==> src/rtl/uart_pkg.sv <==
// uart_pkg: shared types and constants for the UART TX arbiter.
package uart_pkg;
    typedef enum logic [1:0] {IDLE, SEND, DRAIN} arb_state_t;
    typedef logic [7:0] byte_t;
    localparam int DEFAULT_TIMEOUT = 65535;
endpackage

==> src/rtl/rr_pick.sv <==
// rr_pick: round-robin search for the first set request after last_i, wrapping at N.
module rr_pick #(
    parameter int N     = 4,
    parameter int IDX_W = $clog2(N)
) (
    input  logic [N-1:0]     req_i,
    input  logic [IDX_W-1:0] last_i,
    output logic [IDX_W-1:0] idx_o,
    output logic             any_o
);
    always_comb begin
        logic [IDX_W-1:0] c;
        idx_o = last_i;
        c = last_i;
        // Walk from farthest to nearest so the closest request after last_i wins.
        for (int i = N; i >= 1; i--) begin
            c = IDX_W'((int'(last_i) + i) % N);
            if (req_i[c]) idx_o = c;
        end
    end
    assign any_o = |req_i;
endmodule

==> src/rtl/uart_tx_arbiter.sv <==
// uart_tx_arbiter: message-granular round-robin sharing of one UART TX among N requesters.
// Define UART_ARB_TIMEOUT_EN to drop an owner stalled for TIMEOUT cycles (adds o_timeout).
module uart_tx_arbiter
    import uart_pkg::*;
#(
    parameter int N     = 4,
    parameter int IDX_W = $clog2(N)
`ifdef UART_ARB_TIMEOUT_EN
    , parameter int TIMEOUT = DEFAULT_TIMEOUT
`endif
) (
    input  logic             clk,
    input  logic             rst_n,
    input  logic [N-1:0]     i_req,
    input  logic [8*N-1:0]   i_data,
    input  logic [N-1:0]     i_last,
    output logic [N-1:0]     o_ack,
    output logic             o_tx_valid,
    output byte_t            o_tx_data,
    input  logic             i_tx_ready,
    input  logic             i_tx_idle,
    output logic             o_busy,
    output logic [IDX_W-1:0] o_grant
`ifdef UART_ARB_TIMEOUT_EN
    , output logic           o_timeout
`endif
);
    arb_state_t       state_q, state_d;
    logic [IDX_W-1:0] grant_q, grant_d, pick;
    logic             any_req, send, xfer, stall_out;

    rr_pick #(.N(N), .IDX_W(IDX_W)) u_pick (
        .req_i (i_req),
        .last_i(grant_q),
        .idx_o (pick),
        .any_o (any_req)
    );

    assign send       = state_q == SEND;
    assign o_tx_valid = send & i_req[grant_q];
    assign o_tx_data  = send ? i_data[{grant_q, 3'b000} +: 8] : '0;
    assign xfer       = o_tx_valid & i_tx_ready;
    assign o_ack      = xfer ? N'(1) << grant_q : '0;
    assign o_busy     = state_q != IDLE;
    assign o_grant    = grant_q;

`ifdef UART_ARB_TIMEOUT_EN
    logic [15:0] stall_q, stall_d;
    // Fires on the TIMEOUT-th consecutive cycle the owner has nothing to send.
    assign o_timeout = send & ~i_req[grant_q] & (stall_q == 16'(TIMEOUT - 1));
    assign stall_d   = (!send || xfer) ? '0 : stall_q + 16'(~i_req[grant_q]);
    assign stall_out = o_timeout;
    always_ff @(posedge clk) begin
        if (!rst_n) stall_q <= '0;
        else        stall_q <= stall_d;
    end
`else
    assign stall_out = 1'b0;
`endif

    always_comb begin
        state_d = state_q;
        grant_d = grant_q;
        case (state_q)
            IDLE: if (any_req) begin
                state_d = SEND;
                grant_d = pick;
            end
            SEND: if ((xfer & i_last[grant_q]) | stall_out) state_d = DRAIN;
            default: if (i_tx_idle) state_d = IDLE;
        endcase
    end

    always_ff @(posedge clk) begin
        if (!rst_n) begin
            state_q <= IDLE;
            grant_q <= IDX_W'(N - 1);
        end else begin
            state_q <= state_d;
            grant_q <= grant_d;
        end
    end
endmodule

==> config.mk <==
export PLATFORM = sky130hd
export DESIGN_NAME = uart_tx_arbiter
export DESIGN_NICKNAME = d
export VERILOG_FILES = /design/src/rtl/uart_pkg.sv /design/src/rtl/rr_pick.sv /design/src/rtl/uart_tx_arbiter.sv
export SDC_FILE = /design/constraint.sdc
export NUM_CORES = 1
export LEC_CHECK = 0
export CELL_PAD_IN_SITES_DETAIL_PLACEMENT = 1
export CELL_PAD_IN_SITES_GLOBAL_PLACEMENT = 2
export CORE_MARGIN = 8
export CORE_UTILIZATION = 17
export DETAILED_ROUTE_END_ITERATION = 12
export GPL_TIMING_DRIVEN = 1
export HOLD_SLACK_MARGIN = 0.12
export PLACE_DENSITY_LB_ADDON = 0.1
export SETUP_SLACK_MARGIN = 0.1
export SYNTH_ARGS = -nofsm -noshare
export SYNTH_HDL_FRONTEND = slang
export SYNTH_SLANG_ARGS = --single-unit
==> constraint.sdc <==
create_clock -name clk -period 4.4 [get_ports clk]
set_input_delay 0.88 -clock clk [delete_from_list [all_inputs] [get_ports clk]]
set_output_delay 0.88 -clock clk [all_outputs]
set_load 0.005 [all_outputs]
==> results.txt <==
The worst-case hold slack is roughly 0.52 ns. The post-CTS repair timing setup buffer count came out at 0. The number of pins exceeding their max-slew limit in the final report came to 0. The analysis attributes to cell leakage a power of between 0.0005 and 0.0006 uW. The number of violations reported at the end of detailed-routing iteration 0 came out at 15. The slew of the pin with the lowest slew margin is around 0.81 ns. The distinct cell type count of the synthesized netlist is 26.

Along the worst path, the maximum fanout reaches 5. The overall via count from detail_route is 800. By startpoint and endpoint, the worst setup path is classified as in -> out.

The number of vias per cell after detailed routing came out at 4.520. The residual overflow from global routing is 0. The wire length per cell is approximately 17 um. For this run, design rule violations remaining after detail routing come to 0.

The worst register-to-register path ends at o_grant[0]. The worst flop-to-flop path startpoint is o_grant[1]. The slowest stage cell on the critical path is sky130_fd_sc_hd__clkdlybuf4s50_1. The count of antenna-violating nets left after detailed routing is 0. The final design utilization came out at 0.3469. The global routing usage summed across all routing layers came out at 0.09572. After clock tree synthesis, the clock-pin slew on the worst setup and hold paths is 0.03 ns. Setup violations remaining at the end of the flow were counted as 0.

The first-pass GRT wire length came out at 4740 um. The number of clock sinks seen by CTS is 4. The worst hold path begins at state_q[1]. Of the total synthesized cell area, the portion taken by full adders, half adders and majority gates is 0.07260. The routability-driven placement congestion ratio is around 0.73. Setup slack on the worst reg-to-reg path comes out at ~2.2 ns. The growth of design area from synthesis to finish is 98.37%. The run finished with clean final reports. Entering global routing, the biggest net connects 20 pins. During I/O placement, the number of pins put on the boundary was 60.

The clock group share of total power is 0.124. Setup repair after global routing left no endpoint under its margin. The number of cells traversed by the worst hold path came out at 2. The quantity of gates resized following cts is 0. The total number of nets in the final design came out at roughly 180. The analysis attributes to net switching a power of between 200 and 250 uW.

The synthesized net count is roughly 120. The cell count after synthesis came out at 68. The number of warnings printed during yosys synthesis is 0. The share of synthesized area occupied by flip-flops and latches came out at 0.1162.

Of all cell types, the one taking the most synthesized area is sky130_fd_sc_hd__mux4_2. The worst slew margin relative to its limit is 0.4605. The worst ir drop on vdd came out at 0.1589 mV. The post-route minimum period is around 3.8 ns.

For hold timing, the worst endpoint is state_q[1]. The max-capacitance violation count is 0. Ranked by instance count, the synthesized netlist is headed by sky130_fd_sc_hd__and2_1 (12), sky130_fd_sc_hd__mux4_2 (10).

At the worst endpoint, the required time is 3.52 ns. In the finished design, the share of the clock period the worst path needs comes to 0.8543. In this run the clock root is driven by a sky130_fd_sc_hd__clkbuf_8. After floorplanning, the core was sized to cover about 3900 sq um. The simple-gate portion of the synthesized area is 0.2142.

The final hold violation count is 0. The post-synthesis cell area is just under 700 sq um. The number of synthesized register bits came out at 4. The worst setup path is captured at an output pin. The critical path starts at i_req[3]. The kind of start point of the critical path is an input pin.

The height of the chip is between 70 and 80 um. The proportion of layout cells with a drive suffix above 1 is 0.1417. The HPWL after detailed placement is ~2600 um. The total routed wirelength is between 3000 and 4000 um. Between clock sinks in the finished design, the worst skew comes to between 0.0004 and 0.0005 ns. The post-synthesis xor/xnor area fraction is 0. The number of flops mapped to enable cells by yosys is 0. The first detailed-routing pass ran for 4 iterations.

Power spread over the standard cell area amounts to roughly 460 nW/um^2. The later pin in the worst-skew pair is clocked with a latency of ~0.22 ns. 0 antenna diodes ended up in the layout. Timing would allow up to roughly 270 MHz. The number of core rows came out at 23. The die covers about 6300 sq um.

The number of buffers added by the clock tree synthesis step came out at 3. The net switching fraction of the power is 0.3712. The number of buffers added to fix hold violations after cts came out at 0. The number of antenna violations at the first check in global routing is 0. The count of buffers from port buffering is 59.

The average footprint of a synthesized cell is ~10 sq um. The initial cell density of the core is 0.1749. In this run the worst hold path is classified as reg -> reg. The critical path goes through clkdlybuf4s50_1 > mux2i_1 > a21boi_0 > nor3b_1 > and2_1 > clkdlybuf4s50_1. On the worst path, the slowest cell contributes a delay of 0.52 ns. In this run the number of H-tree levels came out at 1.

The count of cells along the worst register-to-register path is 5. The internal power came out at slightly below 400 uW. The die span in x came out at approximately 80 um. In the synthesized netlist the dominant register cell turns out to be sky130_fd_sc_hd__dfxtp_1.

Yosys attributes the largest share of cell area to sky130_fd_sc_hd__mux4_2 (33%), sky130_fd_sc_hd__dfxtp_1 (12%), sky130_fd_sc_hd__and2_1 (11%). The via count of the first global-routing pass came out at about 900. For this run, asynchronously set or reset flops after synthesis account for 0. TritonCTS built the clock tree.

The synthesized-area fraction occupied by ao, oa, aoi and oai cells was 0.1252. After synthesis, the share of cell area in mux cells is 0.4211. Yosys instantiated no cell more often than sky130_fd_sc_hd__and2_1. The sum of negative setup slack came out at 0 ns. The longest clock path from root to sink contains 2 buffers.

The critical path data arrival time came out at between 2 and 3 ns. The sequential share of power came out at 0.152. In this design, the critical path's most frequently occurring cell is sky130_fd_sc_hd__clkdlybuf4s50_1.

The share of total power dissipated in combinational logic is 0.724. After synthesis, the largest family of logic cells by area is multiplexers. The share of the synthesized area in the top cell type came out at 0.3267.
[placed cells by master (no fill, tap or decap), types with 2 or more instances in the layout]
master                            synthesis  layout
sky130_fd_sc_hd__clkdlybuf4s50_1          0      59
sky130_fd_sc_hd__and2_1                  12      12
sky130_fd_sc_hd__mux4_2                  10      10
sky130_fd_sc_hd__mux2_2                   4       4
sky130_fd_sc_hd__nand2_1                  4       4
sky130_fd_sc_hd__ha_1                     4       4
sky130_fd_sc_hd__dfxtp_1                  4       4
sky130_fd_sc_hd__inv_1                    3       3
sky130_fd_sc_hd__clkbuf_8                 0       3
sky130_fd_sc_hd__nand2b_1                 2       2
sky130_fd_sc_hd__nor2_1                   2       2
sky130_fd_sc_hd__mux2i_1                  2       2
sky130_fd_sc_hd__a21boi_0                 2       2
sky130_fd_sc_hd__a21oi_1                  2       2
sky130_fd_sc_hd__o21ai_0                  2       2
sky130_fd_sc_hd__o211ai_1                 2       2
[power by group through the flow]
| stage | Combinational (uW) | Clock (uW) | Sequential [uW] |
|---|---|---|---|
| final | 455 | 77.7 | 95.5 |
| after floorplan | 298 | 0 | 64.4 |
| after CTS | 464 | 79.6 | 96.0 |
| after global routing | 499 | 81.8 | 102 |
| after detailed placement | 462 | 0 | 96.3 |
| after global placement | 454 | 0 | 96.4 |
[layout make-up]
class / instances / area (sq um)
multi-input cells: 57 / 574.3
flip-flops and latches: 4 / 80.08
repair buffers: 60 / 598.1
inverters: 3 / 11.26
well taps: 50 / 62.56
clock buffers: 3 / 41.29
fillers: 456 / 2575
[flip-flops by register name (all words and copies together) (netlist names)]
signal,flops
o_grant,2
state_q,2
[per-layer routing]
layer	global-route usage	wire length [um]
met5	0	0
met2	0.1679	1496
met4	0.04630	15
met3	0.03041	277
met1	0.1007	1264
[kinds of logic (layout without fill, tap and decap cells)]
kind of cell    count (synthesis)  after routing
compound gates                 12             12
fa+ha+maj                       4              4
buf+inv                         7             66
flops                           4              4
mux                            16             16
simple gates                   25             25
[critical path, delay by kind of cell]
kind,cells,cell delay (ns)
compound gates,1,0.26
simple gates,2,0.61
buf+inv,2,1.02
mux,1,0.11
[stage by stage]
step	worst slack (ns)	area, sq um	cells	power (uW)
after floorplan	1.943	689.4	68	362.3
after global placement	0.7037	1326	174	550.3
after detailed placement	0.6095	1326	174	557.9
after CTS	0.6104	1368	177	639.1
after global routing	0.5173	1368	177	683.0
final	0.6409	1368	177	627.7
[worst max path at each step]
stage	end	slack, ns	depth (start not counted)
2_1_floorplan	o_ack[0]	1.94	4
3_3_place_gp	o_ack[2]	0.70	6
3_5_place_dp	o_ack[0]	0.61	6
4_1_cts	o_ack[0]	0.61	6
5_1_grt	o_ack[0]	0.52	6
6_report	o_ack[0]	0.64	6
Note: power is estimated with default switching activity, not from simulation.
